**src/rtl/gol_pkg.sv**
```systemverilog
// Shared definitions for the Game of Life generation-rate control path.
package gol_pkg;

  // Bit positions of the four push buttons inside btn_in
  localparam int BTN_RUN  = 0;
  localparam int BTN_STEP = 1;
  localparam int BTN_UP   = 2;
  localparam int BTN_DN   = 3;

  // Run/pause state of the generation controller
  typedef enum logic {
    PAUSED  = 1'b0,
    RUNNING = 1'b1
  } rate_state_t;

endpackage

```
**src/rtl/btn_debounce.sv**
```systemverilog
// One push button: two-flop synchroniser, counter-based debounce and a
// one-cycle press pulse on each debounced rising edge.
module btn_debounce
  import gol_pkg::*;
#(
  parameter int DB_CYCLES = 1_000_000
) (
  input  logic clk,
  input  logic rst,
  input  logic raw,
  output logic level_out,
  output logic press
);

  localparam int CW = $clog2(DB_CYCLES + 1);
  localparam logic [CW-1:0] CNT_LAST = CW'(DB_CYCLES);

  logic          sync1_q;
  logic          sync2_q;
  logic          db_q;
  logic          press_q;
  logic [CW-1:0] cnt_q;

  // Bring the raw asynchronous button into the clock domain
  always_ff @(posedge clk or posedge rst) begin
    if (rst) begin
      sync1_q <= 1'b0;
      sync2_q <= 1'b0;
    end else begin
      sync1_q <= raw;
      sync2_q <= sync1_q;
    end
  end

  // Flip the debounced state only after DB_CYCLES consecutive disagreeing
  // samples; the press pulse is registered alongside the flip to 1.
  always_ff @(posedge clk or posedge rst) begin
    if (rst) begin
      db_q    <= 1'b0;
      cnt_q   <= '0;
      press_q <= 1'b0;
    end else begin
      press_q <= 1'b0;
      if (sync2_q == db_q) begin
        cnt_q <= '0;
      end else if (cnt_q == CNT_LAST) begin
        db_q    <= sync2_q;
        cnt_q   <= '0;
        press_q <= sync2_q;
      end else begin
        cnt_q <= cnt_q + CW'(1);
      end
    end
  end

  assign level_out = db_q;
  assign press     = press_q;

endmodule

```
**src/rtl/gen_rate_ctrl.sv**
```systemverilog
// Generation-rate controller: debounced buttons drive a RUN/PAUSE machine
// with single step and a saturating speed ladder; emits gen_tick, a
// free-running prescaler and a heartbeat LED.
module gen_rate_ctrl
  import gol_pkg::*;
#(
  parameter int CNT_W     = 30,
  parameter int LVL_W     = 3,
  parameter int SHIFT_MIN = 20,
  parameter int INIT_LVL  = 4,
  parameter int DB_CYCLES = 1_000_000
) (
  input  logic             clk,
  input  logic             rst,
  input  logic [3:0]       btn_in,
  output logic             gen_tick,
  output logic             running,
  output logic [LVL_W-1:0] level,
  output logic [CNT_W-1:0] freq,
  output logic             led
);

  localparam int MAX_LVL = 2**LVL_W - 1;
  localparam int DIV_W   = SHIFT_MIN + MAX_LVL;
  localparam logic [LVL_W-1:0] LVL_TOP  = LVL_W'(MAX_LVL);
  localparam logic [LVL_W-1:0] LVL_INIT = LVL_W'(INIT_LVL);

  logic [3:0] btn_db;
  logic [3:0] btn_press;
  logic [3:0] btn_evt;

  generate
    for (genvar gi = 0; gi < 4; gi++) begin : g_btn
      btn_debounce #(.DB_CYCLES(DB_CYCLES)) u_btn (
        .clk       (clk),
        .rst       (rst),
        .raw       (btn_in[gi]),
        .level_out (btn_db[gi]),
        .press     (btn_press[gi])
      );
    end
  endgenerate

  // A press is only honoured while its debounced level is high
  assign btn_evt = btn_press & btn_db;

  rate_state_t      state_q;
  logic [LVL_W-1:0] level_q;
  logic [LVL_W-1:0] level_d;
  logic [DIV_W-1:0] div_q;
  logic [DIV_W-1:0] div_last;
  logic [CNT_W-1:0] freq_q;
  logic             run_prev_q;
  logic             tick_q;
  logic             led_q;
  logic             lvl_chg;
  logic             count_en;
  logic             expire;
  logic             step_ok;
  logic             tick_d;

  // Next speed level, period expiry and tick request for this cycle
  always_comb begin
    level_d = level_q;
    if (btn_evt[BTN_UP] && !btn_evt[BTN_DN] && level_q != LVL_TOP) begin
      level_d = level_q + LVL_W'(1);
    end else if (btn_evt[BTN_DN] && !btn_evt[BTN_UP] && level_q != '0) begin
      level_d = level_q - LVL_W'(1);
    end
    lvl_chg  = (level_d != level_q);
    // P(level)-1 is all ones shifted right by level
    div_last = {DIV_W{1'b1}} >> level_q;
    // The divider idles for the first RUNNING cycle, so the first tick
    // after resume lands P+1 cycles after running rises.
    count_en = (state_q == RUNNING) && run_prev_q;
    expire   = count_en && (div_q == div_last);
    step_ok  = btn_evt[BTN_STEP] && !btn_evt[BTN_RUN] && (state_q == PAUSED);
    tick_d   = expire || step_ok;
  end

  // RUN/PAUSE machine with level register, divider and registered outputs
  always_ff @(posedge clk or posedge rst) begin
    if (rst) begin
      state_q    <= PAUSED;
      level_q    <= LVL_INIT;
      div_q      <= '0;
      run_prev_q <= 1'b0;
      tick_q     <= 1'b0;
      led_q      <= 1'b0;
    end else begin
      run_prev_q <= (state_q == RUNNING);
      level_q    <= level_d;
      tick_q     <= tick_d;
      led_q      <= led_q ^ tick_d;
      if (btn_evt[BTN_RUN]) begin
        state_q <= (state_q == RUNNING) ? PAUSED : RUNNING;
        div_q   <= '0;
      end else if (lvl_chg || expire) begin
        div_q <= '0;
      end else if (count_en) begin
        div_q <= div_q + DIV_W'(1);
      end
    end
  end

  // Free-running prescaler for the display logic
  always_ff @(posedge clk or posedge rst) begin
    if (rst) begin
      freq_q <= '0;
    end else begin
      freq_q <= freq_q + CNT_W'(1);
    end
  end

  assign gen_tick = tick_q;
  assign running  = (state_q == RUNNING);
  assign level    = level_q;
  assign freq     = freq_q;
  assign led      = led_q;

endmodule

```
**config.mk**
```make
export PLATFORM = sky130hd
export DESIGN_NAME = gen_rate_ctrl
export DESIGN_NICKNAME = d
export VERILOG_FILES = /design/src/rtl/gol_pkg.sv /design/src/rtl/btn_debounce.sv /design/src/rtl/gen_rate_ctrl.sv
export SDC_FILE = /design/constraint.sdc
export NUM_CORES = 1
export LEC_CHECK = 0
export ABC_AREA = 1
export CORE_MARGIN = 2
export CORE_UTILIZATION = 42
export DETAILED_ROUTE_END_ITERATION = 8
export PLACE_DENSITY = 0.65
export SYNTH_ARGS = -nofsm -noshare
export SYNTH_HDL_FRONTEND = slang
export SYNTH_SLANG_ARGS = --single-unit
```
**constraint.sdc**
```tcl
create_clock -name clk -period 9.41 [get_ports clk]
set_input_delay 1.882 -clock clk [delete_from_list [all_inputs] [get_ports clk]]
set_output_delay 1.882 -clock clk [all_outputs]
set_load 0.01 [all_outputs]
```
==> impl_results.md <==
* Ys Warns at 0
* DRT Pass-1 Iters at 7
* Final instance area at 10,300 µm²
* GRT Total Usage at 0.179
* Buffers inserted by post-CTS timing repair at 0
* Depth of the CTS H-tree at 4
* Area of the multi-input gates at 4350 µm²
* Startpoint types: register
* Net count, final at 1,181
* Vias in the first global route at 7,007
* Via count at 7,344
* Max Clock Skew at 0.0104 ns
* CTS tree: built
* Achievable Freq at 0.285 GHz
* Total wire length at 18.8 mm
* Row count at 53
* Relative slew slack at 0.412
* Share of post-route cells with drive strength above 1 at 0.0913
* Slowest CP cell: dfstp_2
* Root Driver: clkbuf_16
* Dpl cell area at 9720 µm²
* Global-route wire length before repair at 33.1 mm
* DIE WIDTH at 150 µm
* Vias per inst at 5.08
* Combinational power share at 0.027
* Critical path fanouts, max at 11
* Netlist cell types at 42
* CTS sink cnt at 160
* DIE AREA at 22,600 µm²
* Crit path buf inv count at 1
* Grt total ovfl at 0
* Sw frac at 0.217
* Setup violators final at 0
* Flop pwr share at 0.479
* Sequential share of the synthesized area at 0.445
* Gate Count Post-Synth at 1,107
* Post-layout min period at 3.51 ns
* Hold_buf cts at 0
* Pint at 1140 µW
* Yosys top cell area share at 0.442
* # port buffers at 41
* Clock latency on the worst-skew pair at 0.43 ns
* Post_cts resized at 0
* Count leader, synth: nand2_1
* Max VDD drop at 0.000124 V
* Ports at 42
* CTS max path bufs at 2
* Largest net degree at the start of global routing at 100
* Max Transition Viols Final at 0
* CTS buffer count at 17
* Max Cap Viol at 0
* Critical path class: reg -> out
* Number of synthesized flops with an enable pin at 0
* Worst path arrival time at 1.63 ns
* Avg Inst Size Synth at 8.14 µm²
* Period Utilization, post-route at 0.373
* Antenna violations before repair at 0
* Final hold violations at 0
* Setup_tns at 0 ns
* HP Class: reg -> reg
* DRC violations left at 0
* Synth Cell Area at 9010 µm²
* DR iter-0 viols at 506
* Number of fill cells in the layout at 1,997
* Async set-reset flop share out of synthesis at 1.00
* Unrepaired setup endpoints after global routing: false
* P&R area growth vs syn at 14.8%
* Core Region at 21,000 µm²
* Leakage at 0.00457 µW
* Synthesized flop and latch total at 160
* PD cells at 141 nW/µm²
* Sw power at 317 µW
* Place WS at 5.48 ns
* CP Cell Sequence: clkdlybuf4s50_1
* Top post-synthesis cells by count: nand2_1, dfrtp_1, nor2_1
* CP top delay family: flip-flops
* Post-DP HPWL at 13.7 mm
* CP peak stage delay at 0.62 ns
* Ys flop type: dfrtp_1
* Wire per inst at 13.0 µm
* Tot Pwr at 1460 µW
* Fin Hold WS at 0.347 ns
* Outcome: completed
* Initial Util at 0.429
* Final Wtd Congestion at 0.901
* Routed Antenna Nets at 0
* Crit path capture type: output port
* Antenna Cells at 0
* Final setup margin at 5.90 ns
* Cell taking the most area after synthesis: dfrtp_1
* Clock network power share at 0.495
* Worst Tran Pin Value at 0.881 ns
* Largest cells by area after synthesis: dfrtp_1, nand2_1, nor2_1, xor2_1, inv_1
* Worst Path Required at 7.53 ns
* Die H at 150 µm
* Storage cell area at 4010 µm²
* Reg clk slew, reported paths at 0.06 ns
* Syn_nets at 1,129
[layout by cell type, fill, tap and decap left out, types with 4 or more instances in the layout]
cell,Yosys,layout
nand2_1,202,202
dfrtp_1,159,159
nor2_1,156,156
inv_1,146,145
nand3_1,72,72
xor2_1,65,65
nor3_1,62,62
nand4_1,52,52
clkdlybuf4s50_1,0,41
a21oi_1,19,19
xnor2_1,19,19
nor4_1,18,18
clkbuf_16,0,17
ha_1,16,16
o21ai_0,14,14
o21ai_2,11,11
nor2_4,10,10
inv_2,9,9
nand2_2,8,8
nor2_2,8,8
nand3_2,8,8
a31oi_1,8,8
nor3b_1,8,8
nor3_4,6,6
nor3_2,4,4
clkinvlp_4,0,4
[routing by layer]
layer	up-vias	GRT usage	wire, µm
met2	138	0.283	8610
met5	-	0	0
li1	3711	-	-
met3	23	0.0342	731
met4	0	0.0585	282
met1	3472	0.248	9140
[cell type report]
type / instances / share of cell area
Sequential cell: 160 / 0.387
Inverter: 158 / 0.0581
Multi-Input combinational cell: 780 / 0.421
Tap cell: 275 / 0.0333
Clock inverter: 12 / 0.0151
Timing Repair Buffer: 42 / 0.0404
Clock buffer: 20 / 0.0451
[power by group through the flow]
stage / Sequential [µW] / Combinational, µW / Clock, µW
2_1_floorplan: 710 / 28.4 / 0
3_3_place_gp: 711 / 39.7 / 0
6_report: 699 / 38.8 / 722
3_5_place_dp: 711 / 40.5 / 0
5_1_grt: 699 / 46.6 / 769
4_1_cts: 699 / 40.6 / 735
[registers in the layout, indices dropped and copies added, names as in the netlist, 3 cells and up]
signal / cells
g_btn.u_btn.sync2_q: 4
div_q: 27
g_btn.u_btn.cnt_q: 80
freq: 30
level: 3
g_btn.u_btn.press: 4
g_btn.u_btn.sync1_q: 4
g_btn.u_btn.level_out: 4
[path summary, 6_finish.rpt]
kind	end	slack, ns	cells past startpoint	startpoint
worst max-delay path	level[2]	5.90	1	level[2]
worst min-delay path	g_btn[2].u_btn.sync2_q	0.35	0	g_btn[2].u_btn.sync1_q
worst max register to register	div_q[23]	7.28	10	level[2]
worst min register to register	g_btn[2].u_btn.sync2_q	0.35	0	g_btn[2].u_btn.sync1_q
max in group asynchronous	g_btn[0].u_btn.press	6.06	3	rst
min in group asynchronous	gen_tick	2.02	2	rst
[logic make-up after synthesis]
family / synth area share
DFF: 0.445
adders and majority gates: 0.0222
xor gates and xnor gates: 0.0817
buffers and inverters: 0.0725
and+or+nand+nor: 0.338
AOI/OAI and AO/OA: 0.0410
[metrics by stage]
stage | util | cells
after global placement | 0.462 | 1415
after detailed placement | 0.462 | 1415
after CTS | 0.492 | 1447
final | 0.492 | 1447
after floorplan | - | 1107
after global routing | 0.492 | 1447
No activity file was read; power rests on OpenSTA's default activity.
